==> src/rtl/synth_pkg.sv <==
// rtl/synth_pkg.sv - shared mixer types, defaults and the averaging shift helper
package synth_pkg;

    localparam int DEF_DATA_W     = 16;
    localparam int DEF_NUM_VOICES = 4;

    localparam logic signed [DEF_DATA_W-1:0] SAT_MAX = 16'sh7FFF;
    localparam logic signed [DEF_DATA_W-1:0] SAT_MIN = 16'sh8000;

    typedef enum logic [1:0] {
        ST_IDLE,
        ST_ACCUM,
        ST_SCALE,
        ST_OUT
    } mix_state_t;

    // Level normalisation: fewer active voices need less attenuation
    function automatic logic [1:0] avg_shift(input logic [DEF_NUM_VOICES-1:0] en);
        int n;
        n = $countones(en);
        if (n <= 1)
            return 2'd0;
        else if (n == 2)
            return 2'd1;
        else
            return 2'd2;
    endfunction

endpackage

==> src/rtl/sat_shift.sv <==
// rtl/sat_shift.sv - arithmetic right shift plus saturation from ACC_W down to DATA_W
module sat_shift
    import synth_pkg::*;
#(
    parameter int DATA_W = DEF_DATA_W,
    parameter int ACC_W  = DATA_W + 2
) (
    input  logic signed [ACC_W-1:0]  acc,
    input  logic        [1:0]        shift,
    output logic        [DATA_W-1:0] result
);

    logic signed [ACC_W-1:0]      shifted;
    logic        [ACC_W-DATA_W:0] head;

    // The value fits when every bit above the output sign bit matches it
    always_comb begin
        shifted = acc >>> shift;
        head    = shifted[ACC_W-1:DATA_W-1];
        if ((&head) || (~|head))
            result = shifted[DATA_W-1:0];
        else if (shifted[ACC_W-1])
            result = {1'b1, {(DATA_W-1){1'b0}}};
        else
            result = {1'b0, {(DATA_W-1){1'b1}}};
    end

endmodule

==> src/rtl/sample_mixer.sv <==
// rtl/sample_mixer.sv - voice mixer with handshake output; SAMPLE_MIXER_AVG_EN selects popcount-based shift
module sample_mixer
    import synth_pkg::*;
#(
    parameter int DATA_W     = DEF_DATA_W,
    parameter int NUM_VOICES = DEF_NUM_VOICES,
    parameter int ACC_W      = DATA_W + 2
) (
    input  logic                  Clk,
    input  logic                  Reset,
    input  logic                  mix_start,
    input  logic [NUM_VOICES-1:0] voice_en,
    input  logic [DATA_W-1:0]     voice0,
    input  logic [DATA_W-1:0]     voice1,
    input  logic [DATA_W-1:0]     voice2,
    input  logic [DATA_W-1:0]     voice3,
    input  logic [1:0]            gain_shift,
    input  logic                  dac_ready,
    output logic [DATA_W-1:0]     mix_out,
    output logic                  mix_valid,
    output logic                  busy,
    output logic [7:0]            overrun_cnt
);

    localparam int IDX_W = $clog2(NUM_VOICES);
    localparam logic [IDX_W-1:0] LAST_IDX = IDX_W'(NUM_VOICES - 1);

    mix_state_t state, next_state;

    logic [DATA_W-1:0]     voice_in [NUM_VOICES];
    logic [DATA_W-1:0]     voice_q  [NUM_VOICES];
    logic [NUM_VOICES-1:0] en_q;
    logic [1:0]            gain_q;
    logic [1:0]            shift_amt;
    logic signed [ACC_W-1:0] acc;
    logic signed [ACC_W-1:0] addend;
    logic [IDX_W-1:0]      idx;
    logic [DATA_W-1:0]     sat_out;
    logic                  capture;
    logic                  overrun;

    assign voice_in[0] = voice0;
    assign voice_in[1] = voice1;
    assign voice_in[2] = voice2;
    assign voice_in[3] = voice3;

`ifdef SAMPLE_MIXER_AVG_EN
    assign shift_amt = avg_shift(en_q);
`else
    assign shift_amt = gain_q;
`endif

    assign addend    = en_q[idx] ? {{(ACC_W-DATA_W){voice_q[idx][DATA_W-1]}}, voice_q[idx]} : '0;
    assign mix_valid = (state == ST_OUT);
    assign busy      = (state != ST_IDLE);

    sat_shift #(
        .DATA_W (DATA_W),
        .ACC_W  (ACC_W)
    ) u_sat_shift (
        .acc    (acc),
        .shift  (shift_amt),
        .result (sat_out)
    );

    // State register
    always_ff @(posedge Clk) begin
        if (Reset)
            state <= ST_IDLE;
        else
            state <= next_state;
    end

    // Next-state, frame capture and overrun decisions
    always_comb begin
        next_state = state;
        capture    = 1'b0;
        overrun    = 1'b0;
        case (state)
            ST_IDLE: begin
                if (mix_start) begin
                    capture    = 1'b1;
                    next_state = ST_ACCUM;
                end
            end
            ST_ACCUM: begin
                overrun = mix_start;
                if (idx == LAST_IDX)
                    next_state = ST_SCALE;
            end
            ST_SCALE: begin
                overrun    = mix_start;
                next_state = ST_OUT;
            end
            ST_OUT: begin
                if (dac_ready) begin
                    if (mix_start) begin
                        capture    = 1'b1;
                        next_state = ST_ACCUM;
                    end else begin
                        next_state = ST_IDLE;
                    end
                end else begin
                    overrun = mix_start;
                end
            end
            default: next_state = ST_IDLE;
        endcase
    end

    // Frame capture, accumulation, output register and overrun counter
    always_ff @(posedge Clk) begin
        if (Reset) begin
            for (int i = 0; i < NUM_VOICES; i++)
                voice_q[i] <= '0;
            en_q        <= '0;
            gain_q      <= '0;
            acc         <= '0;
            idx         <= '0;
            mix_out     <= '0;
            overrun_cnt <= '0;
        end else begin
            if (capture) begin
                for (int i = 0; i < NUM_VOICES; i++)
                    voice_q[i] <= voice_in[i];
                en_q   <= voice_en;
                gain_q <= gain_shift;
                acc    <= '0;
                idx    <= '0;
            end else if (state == ST_ACCUM) begin
                acc <= acc + addend;
                idx <= idx + 1'b1;
            end
            if (state == ST_SCALE)
                mix_out <= sat_out;
            if (overrun && (overrun_cnt != 8'hFF))
                overrun_cnt <= overrun_cnt + 8'd1;
        end
    end

endmodule

==> config.mk <==
export PLATFORM = sky130hd
export DESIGN_NAME = sample_mixer
export DESIGN_NICKNAME = d
export VERILOG_FILES = /design/src/rtl/synth_pkg.sv /design/src/rtl/sat_shift.sv /design/src/rtl/sample_mixer.sv
export SDC_FILE = /design/constraint.sdc
export NUM_CORES = 1
export LEC_CHECK = 0
export CORE_UTILIZATION = 58
export CTS_BUF_LIST = sky130_fd_sc_hd__clkbuf_16
export DETAILED_ROUTE_END_ITERATION = 8
export PLACE_DENSITY = 0.85
export SLEW_MARGIN = 20
export SYNTH_ARGS = -nofsm -noshare
export SYNTH_HDL_FRONTEND = slang
export SYNTH_SLANG_ARGS = --single-unit
==> constraint.sdc <==
create_clock -name Clk -period 11.23 [get_ports Clk]
set_clock_uncertainty 0.1 [all_clocks]
set_input_delay 2.246 -clock Clk [delete_from_list [all_inputs] [get_ports Clk]]
set_output_delay 2.246 -clock Clk [all_outputs]
set_load 0.005 [all_outputs]
; ---- Word level (Yosys, flattened, before mapping)
; Memory sizes are Yosys's and may differ from the RTL's. A register that Yosys moved wholly into a read port is not among the register bits.
; Index checks and enable logic that the tools add are counted.
[op_classes]
bitwise = 4
eq_ne = 8
magnitude_cmp = 1
muxes = 26
n_reduce_logical = 10
n_addsub = 3
shifts = 1
[ops]
columns = operator, n
row1 = two-way mux 16 bit, 6
row2 = adder 18 bit, 1
row3 = two-way mux 18 bit, 1
row4 = >>> shifter 18 x 2 -> 18 bit, 1
row5 = two-way mux 1 bit, 10
row6 = two-way mux 2 bit, 5
row7 = "adder 8 x 1 -> 8 bit, second input constant", 1
row8 = "!= test 8 bit, second input constant", 1
row9 = one-hot mux 2 bit (4 select lines), 1
row10 = "== test 2 bit, second input constant", 3
row11 = "!= test 2 bit, second input constant", 3
row12 = AND reduction 3 bit, 2
row13 = OR 1 bit, 4
row14 = one-hot mux 1 bit (2 select lines), 2
row15 = OR reduction 2 bit, 2
row16 = "< comparator 2 x 3 -> 1 bit, second input constant", 1
row17 = OR reduction 3 bit, 1
row18 = "adder 2 x 1 -> 2 bit, second input constant", 1
row19 = binary-select mux 1 bit (select 2 bit), 1
row20 = "== test 2 x 1 -> 1 bit, second input constant", 1
row21 = logical NOT 2 bit, 1
row22 = nonzero test 2 bit, 1
row23 = logical AND 1 bit, 1
row24 = logical NOT 1 bit, 1
row25 = logical OR 1 bit, 1
[totals]
word_cells = 61
ram_bits = 64
regBits = 52
mem_count = 1
[memory_table]
columns = name, depth, word_bits, rd, rd_clocked_by_memory_dff, write_ports, line
row1 = voice_q, 4, 16, 1, 1, 4, sample_mixer.sv:31  ; logic [DATA_W-1:0] voice_q [NUM_VOICES];

; ---- Depth between registers and ports, before layout
[depth]
ltp_word = 7
mapped_depth = 13

; ---- Hierarchy
; Synthesis repeated with hierarchy kept, for this count alone.
[hier_totals]
hier_cells = 568
area_unflattened_um2 = 6347.3
[modules_own_cells]
columns = module, area_per_inst_um2, instances, seq_area_each_um2, cells_each
row1 = sample_mixer, 5844.4, 1, 3002.9, 501
row2 = sat_shift, 503.0, 1, 0.0, 67

; ---- Least setup slack after synthesis
; Ideal clock, no wire load.
[synth_timing]
path_type = input-to-reg
startpoint = input mix_start
endpoint = memory voice_q[0][0] (netlist bit) (enable)
path_stages = 5
setup_time_ns = 0.453
path_buffers = 2
slack_ns = 5.933
arrival_time_ns = 4.744
required_time_ns = 10.677
path_cell_list = nand2b_1 > clkbuf_2 > o21ba_2 > clkinv_1 > clkbuf_1
[synth_rtl]
columns = item, line
row1 = from (decl), sample_mixer.sv:11  ; input logic mix_start,
row2 = to (decl), sample_mixer.sv:31

; ---- Worst setup path in the final report
[layout_timing]
startpoint = input mix_start
endpoint = register acc[17]
[layout_between]
elab_chain_cells = 4
[layout_lines]
columns = item, line
row1 = two-way mux 1 bit *, "sample_mixer.sv:81, sample_mixer.sv:97"
row2 = two-way mux 1 bit, sample_mixer.sv:96  ; if (dac_ready) begin
row3 = one-hot mux 1 bit (2 select lines) *, sample_mixer.sv:79  ; case (state)
row4 = OR reduction 2 bit (no line) *, n/a
row5 = to (signal assigned), sample_mixer.sv:131  ; acc <= acc + addend;
row6 = to (decl), sample_mixer.sv:35  ; logic signed [ACC_W-1:0] acc;
; Every way passes the cells marked *; elsewhere a longest branch is shown, timed or not.
; A chain may end at the register's enable or synchronous reset.

==> flow_metrics.tcl <==
set metrics [dict create \
    fin_crit_ns 4.53 \
    slew_viol_final 0 \
    synth_edf_count 64 \
    drt_iter0_markers 370 \
    area_delta_synth_final_pct 25.9 \
    cts_root_buffer "clkbuf_16" \
    antennaDiodeCount 0 \
    grt_max_degree 82 \
    die_w_um 106 \
    finalPower_mw 1.74 \
    final_common_cell "clkdlybuf4s50_1" \
    vias_per_cell 5.77 \
    core_area_mm2 0.0105 \
    antenna_left 0 \
    antenna_found_initial 0 \
    gp_congestion 0.884 \
    grt_pass1_wl_mm 22.1 \
    synth_top_family_by_area "simple AND/OR/NAND/NOR gates" \
    whs_ns 0.381 \
    setup_viol 0 \
    vias 4766 \
    clk_latency_ns 0.41 \
    tns_ns 0 \
    power_density_mw_per_mm2 219 \
    yosysSeqAreaShare 0.475 \
    seqCellArea_mm2 0.00300 \
    postSynthAreaPerCell_um2 10.7 \
    status "finished, final reports clean" \
    wirelength_mm 13.7 \
    die-area_mm2 0.0113 \
    synth_warnings 0 \
    yosys_most_used_dff "edfxtp_1" \
    h-tree-depth 4 \
    nets 776 \
    grt_pass1_vias 4666 \
    syn_area_mm2 0.00632 \
    synth-compound-area-share 0.119 \
    synth-adder-area-share 0.0507 \
    drive_gt1_frac 0.117 \
    crit_end "acc[17]" \
    multi_input_area_mm2 0.00312 \
    portBuffers 99 \
    ys_ff_latch 118 \
    grt_usage 0.254 \
    drcViolationCount 0 \
    required_ns 11.43 \
    yosys.cell_types.count 62 \
    die_h_um 106 \
    startpoint_type "primary input" \
    fin_crit_sh 0.403 \
    fill_cells 678 \
    first_pass_iters 5 \
    cp.arrival_ns 4.73 \
    hp-class "flop to flop" \
    syn-instance-count 588 \
    dp_hpwl_mm 9.27 \
    synthSimpleGateAreaFrac 0.198 \
    synthesis.nets 687 \
    fmax_mhz 221 \
    peakVddDrop_uv 186 \
    crit_fanout 81 \
    cts_tree "built" \
    hold_viol 0 \
    grt-ovfl-total 0 \
    worstReg2RegEnd "acc[14]" \
    min_path_cells 2 \
    async_reset_ff_frac 0 \
    final_core_util 0.760 \
    startpoint "mix_start" \
    path_class "primary input to flop" \
    clk_pin_slew_ns 0.05 \
    worst_pin_slew_ns 0.959 \
    post_cts_buffers 0 \
    worst_setup_path_end_kind "flop" \
    wl_per_cell_um 16.6 \
    p_leak_nw 3.04 \
    max_cap_viol_count 0 \
    rsz0062_at_grt "no" \
    cts-resized-gates 0 \
    final_cell_mix "clkdlybuf4s50_1, and2_1, edfxtp_1, dfxtp_1, nor2_1" \
    start_util 0.604 \
    placedCellCount 794 \
    cts_buffers 17 \
    slew_headroom 0.360 \
    ctsHoldBuffers 0 \
    ios 100 \
    num_rows 37 \
    reg2regPathDepth 9 \
    ctsLongestPathBuffers 2 \
    clock_sinks 118 \
    r2r_setup_slack_ns 7.62 \
    synthMuxAreaShare 0.107 \
    synthXorXnorAreaFrac 0.0180 \
    fin_cells 826 \
]
[where the power goes]
group	switching, mW	total [mW]	internal [mW]
clock	0.188	0.521	0.333
combinational	0.279	0.537	0.257
sequential	0.0772	0.684	0.607
[per-layer routing]
metal	global-route usage	share of wire	up-vias	routed length, µm
met5	0	0	-	0
met4	0.102	0.021	0	294
met3	0.0576	0.052	21	720
met2	0.428	0.49	156	6740
met1	0.316	0.44	2263	5970
li1	-	-	2326	-
[worst max-delay path, cell delays in order]
cell and delay, ns:
clkdlybuf4s50_1 0.53, nand2b_1 0.22, o21ba_2 0.42, inv_2 0.08, buf_4 0.70, nor2_1 0.15
nand3b_1 0.14, a21o_1 0.11, nand3_1 0.05
[cell usage after synthesis (3+ instances only)]
| cell | number | area [µm²] |
|---|---|---|
| mux2_2 | 18 | 203 |
| o21ai_0 | 21 | 105 |
| nor2b_1 | 21 | 131 |
| nor3b_1 | 3 | 22.5 |
| a221oi_1 | 15 | 131 |
| nor2_1 | 51 | 191 |
| mux2i_1 | 14 | 140 |
| nand4_1 | 4 | 25.0 |
| xnor2_1 | 10 | 87.6 |
| xor2_1 | 3 | 26.3 |
| nand3b_1 | 11 | 82.6 |
| a21o_1 | 8 | 60.1 |
| and2_1 | 65 | 407 |
| edfxtp_1 | 64 | 1920 |
| ha_1 | 24 | 300 |
| nand2_1 | 22 | 82.6 |
| nand2b_1 | 7 | 43.8 |
| nand3_1 | 14 | 70.1 |
| nor3_1 | 21 | 105 |
| mux4_2 | 14 | 315 |
| inv_1 | 14 | 52.6 |
| dfxtp_1 | 54 | 1080 |
| a21oi_1 | 25 | 125 |
| a211oi_1 | 7 | 52.6 |
| clkbuf_1 | 24 | 90.1 |
| buf_2 | 6 | 30.0 |
| o211ai_1 | 3 | 22.5 |
[through the flow]
step	setup WS [ns]	area (µm²)
floorplan	5.93	6320
global placement	6.40	7380
detailed placement	6.32	7380
CTS	6.73	7950
global route	6.49	7950
finish	6.70	7950
[state kept, by name, indices dropped and copies added, names as in the netlist, named ones only]
register	count
state	2
en_q	4
voice_q	64
gain_q	2
acc	18
overrun_cnt	8
mix_out	16
idx	2
[cell type report]
type | instances | share of cell area
sequential | 118 | 0.378
timing repair buffer | 104 | 0.129
clock inverter | 14 | 0.0153
multi-input combinational | 420 | 0.392
tap | 136 | 0.0214
clock buffer | 18 | 0.0566
inverter | 16 | 0.00755
[kinds of logic (layout without fill, tap and decap cells)]
group | count (synthesis) | in the layout
xor+xnor | 13 | 13
buf+inv | 50 | 152
simple gates | 228 | 228
flops | 118 | 118
mux | 47 | 47
compound gates | 107 | 107
fa+ha+maj | 25 | 25
[worst min path at each step]
stage                   to  slack, ns   startpoint
2_1_floorplan      en_q[0]       0.35      en_q[0]
3_3_place_gp    mix_out[6]       0.37   mix_out[6]
3_5_place_dp    mix_out[6]       0.37   mix_out[6]
4_1_cts         mix_out[6]       0.38   mix_out[6]
5_1_grt        mix_out[13]       0.40  mix_out[13]
6_report       mix_out[12]       0.38  mix_out[12]
(Power assumes the default switching activity.)
